--- config.mk ---
export PLATFORM = sky130hd
export DESIGN_NAME = piso_serialiser
export DESIGN_NICKNAME = d
export VERILOG_FILES = /design/src/rtl/piso_serialiser.sv
export SDC_FILE = /design/constraint.sdc
export NUM_CORES = 1
export LEC_CHECK = 0
export CAP_MARGIN = 15
export CORE_MARGIN = 2
export CORE_UTILIZATION = 51
export CTS_CLUSTER_DIAMETER = 50
export DETAILED_ROUTE_END_ITERATION = 10
export PLACE_DENSITY = 0.75
export SYNTH_ARGS = -nofsm -noshare
export SYNTH_HDL_FRONTEND = slang
export SYNTH_SLANG_ARGS = --single-unit
--- constraint.sdc ---
create_clock -name CLK -period 2.5 [get_ports CLK]
set_clock_uncertainty 0.15 [all_clocks]
set_input_delay 0.5 -clock CLK [delete_from_list [all_inputs] [get_ports CLK]]
set_output_delay 0.5 -clock CLK [all_outputs]
set_load 0.01 [all_outputs]
--- src/rtl/piso_serialiser.sv ---
// Parallel-in/serial-out transmitter with a valid/ready load port, a one-deep
// holding buffer for gap-free back-to-back words, per-word bit order, and a
// wrapping completed-word counter. All outputs come straight from registers.
module piso_serialiser #(
    parameter int   N          = 8,
    parameter logic IDLE_LEVEL = 1'b0,
    parameter int   CW         = 8
) (
    input  logic          CLK,
    input  logic          n_Reset,
    input  logic          EN,
    input  logic [N-1:0]  D,
    input  logic          msb_first,
    input  logic          load_valid,
    output logic          load_ready,
    output logic          S,
    output logic          S_valid,
    output logic          S_last,
    output logic          busy,
    output logic [CW-1:0] words_sent
);

    localparam int            BW   = $clog2(N);
    localparam logic [BW-1:0] LAST = BW'(N - 1);

    typedef enum logic {
        ST_IDLE  = 1'b0,
        ST_SHIFT = 1'b1
    } state_t;

    state_t         r_state;
    logic [N-1:0]   r_shift;
    logic           r_msb;
    logic [BW-1:0]  r_cnt;
    logic [N-1:0]   r_hold;
    logic           r_hold_msb;
    logic           r_hold_full;
    logic           r_s;
    logic           r_s_valid;
    logic           r_s_last;
    logic           r_busy;
    logic [CW-1:0]  r_words;

    state_t         w_state_next;
    logic [N-1:0]   w_shift_next;
    logic           w_msb_next;
    logic [BW-1:0]  w_cnt_next;
    logic [N-1:0]   w_hold_next;
    logic           w_hold_msb_next;
    logic           w_hold_full_next;
    logic           w_s_next;
    logic           w_s_valid_next;
    logic           w_s_last_next;
    logic           w_busy_next;
    logic [CW-1:0]  w_words_next;

    logic           w_accept;
    logic           w_load;
    logic [N-1:0]   w_ld_word;
    logic           w_ld_msb;

    // A word can only be taken while the holding buffer is free.
    assign w_accept   = EN & load_valid & ~r_hold_full;
    assign load_ready = ~r_hold_full;

    assign S          = r_s;
    assign S_valid    = r_s_valid;
    assign S_last     = r_s_last;
    assign busy       = r_busy;
    assign words_sent = r_words;

    // State register: asynchronous reset discards any word in flight.
    always_ff @(posedge CLK or negedge n_Reset) begin
        if (!n_Reset) begin
            r_state     <= ST_IDLE;
            r_shift     <= '0;
            r_msb       <= 1'b0;
            r_cnt       <= '0;
            r_hold      <= '0;
            r_hold_msb  <= 1'b0;
            r_hold_full <= 1'b0;
            r_s         <= IDLE_LEVEL;
            r_s_valid   <= 1'b0;
            r_s_last    <= 1'b0;
            r_busy      <= 1'b0;
            r_words     <= '0;
        end else begin
            r_state     <= w_state_next;
            r_shift     <= w_shift_next;
            r_msb       <= w_msb_next;
            r_cnt       <= w_cnt_next;
            r_hold      <= w_hold_next;
            r_hold_msb  <= w_hold_msb_next;
            r_hold_full <= w_hold_full_next;
            r_s         <= w_s_next;
            r_s_valid   <= w_s_valid_next;
            r_s_last    <= w_s_last_next;
            r_busy      <= w_busy_next;
            r_words     <= w_words_next;
        end
    end

    // Next-state logic: everything holds unless EN is high at the edge.
    always_comb begin
        w_state_next     = r_state;
        w_shift_next     = r_shift;
        w_msb_next       = r_msb;
        w_cnt_next       = r_cnt;
        w_hold_next      = r_hold;
        w_hold_msb_next  = r_hold_msb;
        w_hold_full_next = r_hold_full;
        w_s_next         = r_s;
        w_s_valid_next   = r_s_valid;
        w_s_last_next    = r_s_last;
        w_words_next     = r_words;
        w_load           = 1'b0;
        w_ld_word        = D;
        w_ld_msb         = msb_first;

        if (EN) begin
            case (r_state)
                ST_IDLE: begin
                    // Hold buffer is bypassed when the shifter is free.
                    if (w_accept) begin
                        w_load = 1'b1;
                    end
                end
                ST_SHIFT: begin
                    if (r_cnt == LAST) begin
                        w_words_next = r_words + 1'b1;
                        if (r_hold_full) begin
                            // Promote the buffered word with no idle gap.
                            w_load           = 1'b1;
                            w_ld_word        = r_hold;
                            w_ld_msb         = r_hold_msb;
                            w_hold_full_next = 1'b0;
                        end else if (w_accept) begin
                            // Arriving word passes through the empty buffer.
                            w_load = 1'b1;
                        end else begin
                            w_state_next   = ST_IDLE;
                            w_s_next       = IDLE_LEVEL;
                            w_s_valid_next = 1'b0;
                            w_s_last_next  = 1'b0;
                        end
                    end else begin
                        w_cnt_next    = r_cnt + 1'b1;
                        w_shift_next  = r_msb ? (r_shift << 1) : (r_shift >> 1);
                        w_s_next      = r_msb ? r_shift[N-2] : r_shift[1];
                        w_s_last_next = ((r_cnt + 1'b1) == LAST);
                        if (w_accept) begin
                            w_hold_next      = D;
                            w_hold_msb_next  = msb_first;
                            w_hold_full_next = 1'b1;
                        end
                    end
                end
                default: begin
                    w_state_next = ST_IDLE;
                end
            endcase

            if (w_load) begin
                w_state_next   = ST_SHIFT;
                w_shift_next   = w_ld_word;
                w_msb_next     = w_ld_msb;
                w_cnt_next     = '0;
                w_s_next       = w_ld_msb ? w_ld_word[N-1] : w_ld_word[0];
                w_s_valid_next = 1'b1;
                w_s_last_next  = 1'b0;
            end
        end

        w_busy_next = (w_state_next == ST_SHIFT) | w_hold_full_next;
    end

endmodule
### Word level (Yosys, flattened, before mapping)

Index checks and enable logic that the tools add are counted.

* output and inout port bits: 13
* word-level logic and storage cells: 75
* register bits after elaboration: 35
* bits of input ports: 13

* reduce and logical (&&, ||, !) cells: 8
* equality and inequality tests: 7
* multiplexer cells: 40
* bitwise operators: 6
* add/sub/neg operators: 2

Operators with widths (number)
* two-way mux 8 bit: 7
* two-way mux 1 bit: 29
* two-way mux 3 bit: 3
* adder 8 x 1 -> 8 bit (second input constant): 1
* AND reduction 4 bit: 2
* == test 3 bit (second input constant): 2
* inequality test 2 x 1 -> 1 bit (second input constant): 3
* inequality test 3 x 2 -> 1 bit (second input constant): 2
* AND reduction 3 bit: 2
* AND reduction 5 bit: 1
* nonzero test 2 bit: 2
* adder 3 x 1 -> 3 bit (second input constant): 1
* NOT 1 bit: 3
* AND 1 bit: 2
* case mux 1 bit (2 select lines): 1
* AND reduction 2 bit: 1
* bitwise OR 1 bit: 1

### Longest topological paths before layout

Gate-level depths: netlist of the first run.

* word-level depth: 10
* depth in mapped cells: 8
* gate-level depth less buffers: 6

### Worst setup path before layout of the first run

OpenSTA, ideal clock, no wires.

* path type: reg-to-reg
* from: register r_cnt[0]
* to: register r_shift[0]
* arrival time: 1672 ps
* stages on the path, launching flop included: 9
* buffers on the path: 2
* setup time: 125 ps
* setup slack: 553 ps
* clock period less this slack: 1947 ps
* required time: 2225 ps
* cell sequence: dfrtp_1 -> ha_1 -> ha_1 -> buf_6 -> nand2b_4 -> and3_4 -> buf_12 -> mux2i_1 -> mux2_4

* cells in the longest elaborated chain, start to end: 6
* elaborated cells between the ends (all ways): 10
* classes of those cells: 2 x eq/ne; 6 x mux; 2 x reduce/logical

RTL lines
* start, declared: RTL line 34 `logic [BW-1:0] r_cnt;`
* start signal, assigned: RTL line 91 `r_cnt <= w_cnt_next;`
* == test 3 bit *: RTL line 129 `if (r_cnt == LAST) begin`
* two-way mux 1 bit: RTL line 129
* case mux 1 bit (2 select lines): RTL line 121 `case (r_state)`
* two-way mux 1 bit: RTL line 120 `if (EN) begin`
* inequality test 2 x 1 -> 1 bit (no source line) / nonzero test 2 bit (equally long branches)
* AND reduction 3 bit (no source line)
* end signal, assigned: RTL line 89 `r_shift <= w_shift_next;`
* end, declared: RTL line 32 `logic [N-1:0] r_shift;`

Mark *: on every way between the ends. The rest lies on a longest branch, timed or not. The select of a mux whose other input is x is not followed.
A chain may end at the register's enable or synchronous reset.

### Final worst setup path of the first run

* from: register r_hold_full
* to: output port load_ready

* cells in the longest elaborated chain, start to end: 1

RTL lines
* start, declared: RTL line 37 `logic r_hold_full;`
* start signal, assigned: RTL line 94 `r_hold_full <= w_hold_full_next;`
* NOT 1 bit: RTL line 64 `assign load_ready = ~r_hold_full;`
* end, declared: RTL line 15 `output logic load_ready,`

Every way passes these cells.

==> results by group, run 1 <==
Floorplanning
  • Starting density of the core: between 50% and 60%
  • Core area: 3420 um2
  • Die extent in y: ~64 um
  • Io pins: 26
  • Chip Width: 64.4 um
  • Total die area: ~4200 um2
  • Site row count: 21

STA
  • Final setup viols: 0
  • Final hold viol count: 0
  • Slack of the critical path: 0.410 ns
  • WHS: 0.333 ns
  • Fin crit share: 83.6%
  • Peak Freq: 0.478 GHz
  • Slew Viols, Final: 0
  • Setup TNS: 0 ns
  • Least-Margin Pin Slew: approximately 0.48 ns
  • RSZ-0062 raised after global routing: no
  • Max_slew headroom: 67.8%
  • Tmin final: approximately 2.1 ns

Worst setup path
  • Critical Path RT: 1.85 ns
  • Critical path class: reg2out
  • CP Launch Type: register
  • R2R Setup Slk: 0.41 ns
  • CP max FO: 7
  • CP arrival: 1.44 ns
  • Setup crit end kind: primary output

Synthesis
  • Synthesized cell area: 1860 um2
  • Cells after Synth: 149
  • Sequential fraction of the synthesis area: 47.0%
  • Flops & latches, synth: 35
  • Leading post-synthesis cells by cell area: dfrtp_1 47%, mux2i_1 13%, mux2_4 6.4%
  • Top cell type's share of synthesized area: 47.0%
  • Post-Syn Area per Cell: 12.5 um2
  • Syn Nets: 166
  • Yosys warning count: 0
  • Synth area leader: dfrtp_1
  • Yosys cell types: 38

Power and ir drop
  • Clock power share: 35.1%
  • Switching pwr: 0.225 mW
  • Power Density: 457 nW/um2
  • Comb pwr share: 6.8%
  • Pint: 0.777 mW
  • Sw frac: between 20% and 30%
  • Peak supply drop: about 0.37 mV
  • P_leak: 1.04 nW
  • Share of power burned in registers: 58.1%

Placed design
  • Routability congestion estimate: 0.777
  • Post-detail-place hpwl: 2530 um
  • Buffers on Ports: 25
  • Setup WS pre-CTS: 0.246 ns

Drt
  • Wire length on met3: 143 um
  • Final ANT Viol Nets: 0
  • Vias per inst: between 5 and 6
  • M1 WL: 1560 um
  • DRT iter0 DRCs: 41
  • WL final: 3440 um
  • Drt wl/cell: 15.4 um
  • WL met2: between 1500 and 2000 um
  • Via Count: 1214
  • Pre-antenna DRT Iters: 4
  • Residual DRC count: 0
  • Uppermost layer routed: met4

CTS
  • CTS root buffer: clkbuf_4
  • Post-CTS setup buffers: 0
  • CTS clock-pin slew for the worst setup and hold paths: 0.11 ns
  • Total CTS buffers: 5
  • Longest Clk Path Bufs: 2
  • Worst skew pair latency: around 0.34 ns
  • CTS hold repair buffers: 0
  • H-tree lvl count: 2
  • PostCTS Resize Cnt: 0
  • CTS tree: done
  • CTS sink count: 35

Finish
  • Area Growth Syn to Fin: 17.7%
  • Layout cells sized above 1: 20.8%
  • Final net count: 194
  • ANT cells: 0
  • Fin util: between 60% and 70%

GRT
  • Total track usage: 19.4%
  • Initial antenna violation count: 0
  • Vias in the first global route: 1305
  • GRT overflow: 0
  • Largest net degree at the start of global routing: 36
  • First-pass GRT wire length: 6120 um

Min path
  • Worst hold path class: reg2reg

Flow run
  • Max cap viols: 0

Outcome
  • Status: finished, final reports clean
-- cell usage after synthesis (all sizes together) --
library cell  number
nand2b             3
o22ai              2
o21ai              2
nand3              5
nor2b              2
nor2               4
o21a               1
a221o              1
nand4              2
a21o               2
nand2              7
xor2               2
a22oi              1
nand3b             1
inv                5
o2111a             1
and4               1
dfrtp             35
ha                 4
nor4               1
or2                2
mux2i             24
a211oi             1
a21oi              5
xnor2              5
mux2              18
buf                8
a21boi             1
and3               3
-- layout make-up --
type                    instances  area [um2]
multi-input cells             101         887
clock buffers                   7        65.1
fillers                       278        1220
flip-flops and latches         35         876
well taps                      46        57.6
inverters                       5        18.8
repair buffers                 29         280
clock inverters                 1        7.51
-- state kept, by name (all words and copies together), names as in the netlist --
| name | flops |
|---|---|
| r_hold | 8 |
| r_shift | 8 |
| words_sent | 8 |
| r_cnt | 3 |
| S | 1 |
| S_last | 1 |
| S_valid | 1 |
| busy | 1 |
| r_hold_full | 1 |
| r_hold_msb | 1 |
| r_msb | 1 |
| r_state | 1 |
-- logic make-up after synthesis --
group	after synthesis	synth area share, %
multiplexers	42	25.4
flip-flops	35	47.0
AND/OR/NAND/NOR	31	10.1
AO/OA/AOI/OAI	17	6.11
buffers and inverters	13	5.37
XOR/XNOR	7	3.29
adder cells (fa/ha/maj)	4	2.69
-- stage by stage --
step | power (mW) | instance area (um2) | std cells
after CTS | 1.01 | 2190 | 224
after global placement | 0.659 | 2120 | 216
after global routing | 1.05 | 2190 | 224
after detailed placement | 0.662 | 2120 | 216
final | 1.00 | 2190 | 224
after floorplan | 0.619 | 1860 | 149
-- layout by cell type, fill, tap and decap left out, types with 3 or more instances in the layout --
cell type,n
dfrtp_1,35
clkdlybuf4s50_1,25
mux2i_1,24
mux2_2,10
mux2_4,8
nand2_1,7
a21oi_1,5
xnor2_1,5
clkbuf_4,5
inv_1,4
nand3_1,4
ha_1,4
buf_4,4
nor2_1,3
-- path summary, 6_finish.rpt --
check / from / end / depth (start not counted)
min in group asynchronous: n_Reset / S_last / 2
hold reg to reg: words_sent[7] / words_sent[7] / 1
hold / removal: words_sent[7] / words_sent[7] / 1
setup / recovery: r_hold_full / load_ready / 2
max in group asynchronous: n_Reset / r_hold[0] / 2
setup reg to reg: r_cnt[0] / S / 6
-- critical path: stages, from the launching register on --
cell             delay, ns
dfrtp_1               0.47
inv_2                 0.11
clkdlybuf4s50_1       0.53
-- power groups by stage --
stage | sequential (mW) | clock, mW | combinational (mW)
2_1_floorplan | 0.591 | 0 | 0.0278
3_3_place_gp | 0.593 | 0 | 0.0667
3_5_place_dp | 0.593 | 0 | 0.0686
4_1_cts | 0.582 | 0.361 | 0.0688
5_1_grt | 0.583 | 0.393 | 0.0758
6_report | 0.582 | 0.352 | 0.0677
-- layer usage --
metal / GRT usage, % / vias up
li1: - / 586
met1: 24.7 / 593
met2: 30.5 / 27
met3: 5.38 / 8
met4: 9.31 / 0
met5: 0 / -
(Power assumes the default switching activity.)
==> run 2: changes to the inputs <==
- CORE_UTILIZATION: 51 -> 49
- PLACE_DENSITY: 0.75 -> 0.76
- clock period: 2.5 -> 1.85 ns (I/O delays scaled with it)
==> run 2 against run 1 <==
The run now ends with setup timing left; worst setup slack worse by 0.42 ns; via count is 7.7% higher; die area rose by 3.8%; global-route usage grew 0.43 points; sequential power grew 35%; critical endpoint is now r_shift[0]; highest routed layer unchanged.
==> results by group, run 2 (same netlist as run 1, synthesis figures left out) <==
GRT
  • Met2 usage: 32.8% (+2.4 points)
  • First-pass GRT wire length: 6220 um (+1.6%)
  • GR Util met1: 23.5% (-1.2 points)
  • GRT overflow: 0 (unchanged)
  • Initial antenna violation count: 0 (unchanged)
  • Total track usage: 19.8% (+0.43 points)
  • Largest net degree at the start of global routing: 36 (unchanged)
  • Vias in the first global route: 1331 (+2.0%)
  • Layer with the highest usage: met2
  • Met3 usage: 6.68% (+1.3 points)

Floorplanning
  • Starting density of the core: 50.9% (-3.7 points)
  • Die extent in y: 65.7 um (+1.9%)
  • Core area: 3660 um2 (+7.2%)
  • Site row count: 22 (+4.8%)
  • Io pins: 26 (unchanged)
  • Total die area: 4310 um2 (+3.8%)
  • Chip Width: 65.7 um (+1.9%)

Placed design
  • Routability congestion estimate: 0.745 (-4.2%)
  • Buffers on Ports: 25 (unchanged)
  • Setup WS pre-CTS: -0.270 ns (-0.516 ns)
  • Post-detail-place hpwl: 2650 um (+4.7%)
  • Dpl cell area: 2230 um2 (+5.2%)

Min path
  • Worst hold path class: reg2reg

STA
  • Tmin final: 1.86 ns
  • Final hold viol count: 0 (unchanged)
  • Fin crit share: 101%
  • Max_slew headroom: 67.1% (-0.71 points)
  • Slew Viols, Final: 0 (unchanged)
  • Slack of the critical path: -0.0117 ns (-0.422 ns)
  • Final setup viols: 1 (+1)
  • Least-Margin Pin Slew: 0.488 ns (+0.0105 ns)
  • Peak Freq: 0.537 GHz
  • RSZ-0062 raised after global routing: yes

Worst setup path
  • Crit-path slowest cell: dfrtp_1
  • Most frequent CP cell: mux2i_1
  • CP max FO: 5 (-2)
  • Crit. path cell count: 7 (+5)
  • CP arrival: 1.89 ns (+0.45 ns)
  • Bufs and invs on worst path: 1 (-1)
  • R2R Setup Slk: -0.01 ns (-0.42 ns)
  • Crit Reg-Reg Startpoint: r_cnt[1]
  • CP Cell Sequence: ha_2 -> ha_4 -> nand3_4 -> buf_4 -> mux2i_1 -> mux2i_1 -> mux2_4
  • Critical path class: reg2reg
  • Largest stage delay, worst path: 0.38 ns (-0.15 ns)
  • CP Launch Type: register
  • Setup crit end kind: register
  • R2R depth: 7 (+1)
  • Critical Path RT: 1.88 ns (+0.03 ns)
  • Crit path to: r_shift[0]
  • Worst r2r dst: r_shift[0]
  • Family with the most delay on the worst path: multiplexers
  • Critical Path Source: r_cnt[1]

Outcome
  • Status: finished, violations left
  • Violated checks: setup timing

Drt
  • Residual DRC count: 0 (unchanged)
  • Drt wl/cell: 16.1 um (+4.5%)
  • WL final: 3850 um (+12%)
  • Final ANT Viol Nets: 0 (unchanged)
  • Vias per inst: 5.45 (+0.56%)
  • DRT iter0 DRCs: 64 (+56%)
  • Via Count: 1308 (+7.7%)
  • Pre-antenna DRT Iters: 4 (unchanged)

Power and ir drop
  • Peak supply drop: 0.367 mV (-0.88%)
  • Power Density: 600 nW/um2 (+31%)
  • Power Total: 1.43 mW (+42%)
  • P_leak: 1.13 nW (+9.1%)

CTS
  • CTS sink count: 35 (unchanged)
  • CTS tree: done
  • Total CTS buffers: 5 (unchanged)
  • CTS root buffer: clkbuf_8
  • Worst skew pair latency: 0.29 ns (-0.05 ns)
  • Longest Clk Path Bufs: 2 (unchanged)
  • H-tree lvl count: 2 (unchanged)
  • CTS clock-pin slew for the worst setup and hold paths: 0.07 ns (-0.04 ns)

Finish
  • ANT cells: 0 (unchanged)
  • Area Growth Syn to Fin: 27.8%
  • Final net count: 208 (+7.2%)
  • Most frequent cells in the layout: 34 x dfrtp_1, 24 x clkdlybuf4s50_1, 23 x mux2i_1, 14 x buf_4, 10 x mux2_2
  • Layout cells sized above 1: 28.1% (+7.3 points)
  • Fin util: 65.0% (+0.86 points)
  • Post-route cell area: 2380 um2 (+8.6%)
  • Most common cell after layout, fill and taps aside: dfrtp_1

Flow run
  • Max cap viols: 0 (unchanged)
run 2: cell types whose count changed in the layout (fill, tap and decap cells not counted), sizes merged:
| cell | before | now |
|---|---|---|
| and3 | 3 | 4 |
| buf | 4 | 17 |
| clkdlybuf4s50 | 25 | 24 |
| clkinv | 0 | 1 |
| clkinvlp | 1 | 0 |
| dlymetal6s2s | 0 | 1 |
run 2: repair_timing:
item | CTS | global route
setup buffers | 1 | 3
gates cloned | 0 | 1
hold buffers | 0 | 0
gates resized for setup | 2 | 4
hold endpoints to repair | 0 | 0
pin swaps | 0 | 1
setup endpoints to repair | 3 | 22
run 2: report_power, final:
group | internal (mW) | switching (mW)
Combinational | 0.0556 | 0.0424
Clock | 0.264 | 0.278
Sequential | 0.777 | 0.0105
run 2: how the worst min path moves through the flow:
stage	depth (start not counted)	slack, ns	end	from
after detailed placement	1	0.32	words_sent[7]	words_sent[7]
after global routing	1	0.37	words_sent[7]	words_sent[7]
after CTS	1	0.34	words_sent[7]	words_sent[7]
final	1	0.33	S_last	S_last
after floorplan	0	-0.08	S	n_Reset
after global placement	1	0.31	S_last	S_last
run 2: per-stage QoR:
stage / cells / TNS, ns / hold slack (ns)
6_report: 240 / -0.0117 / 0.329
5_1_grt: 240 / -0.300 / 0.369
4_1_cts: 236 / 0 / 0.335
3_5_place_dp: 227 / -5.64 / 0.319
3_3_place_gp: 227 / -3.59 / 0.311
2_1_floorplan: 149 / -0.383 / -0.0756
run 2: final cells by class:
| cell class | count | area [um2] |
|---|---|---|
| Multi-Input combinational cell | 102 | 926 |
| Clock inverter | 1 | 5.00 |
| Fill cell | 286 | 1280 |
| Clock buffer | 7 | 76.3 |
| Inverter | 5 | 18.8 |
| Sequential cell | 35 | 877 |
| Timing Repair Buffer | 42 | 418 |
| Tap cell | 48 | 60.1 |
run 2: layer usage:
| metal | part of all wire (%) | wire length, um |
|---|---|---|
| met5 | 0 | 0 |
| met4 | 1.4 | 54 |
| met3 | 4.3 | 164 |
| met2 | 51 | 1950 |
| met1 | 44 | 1680 |
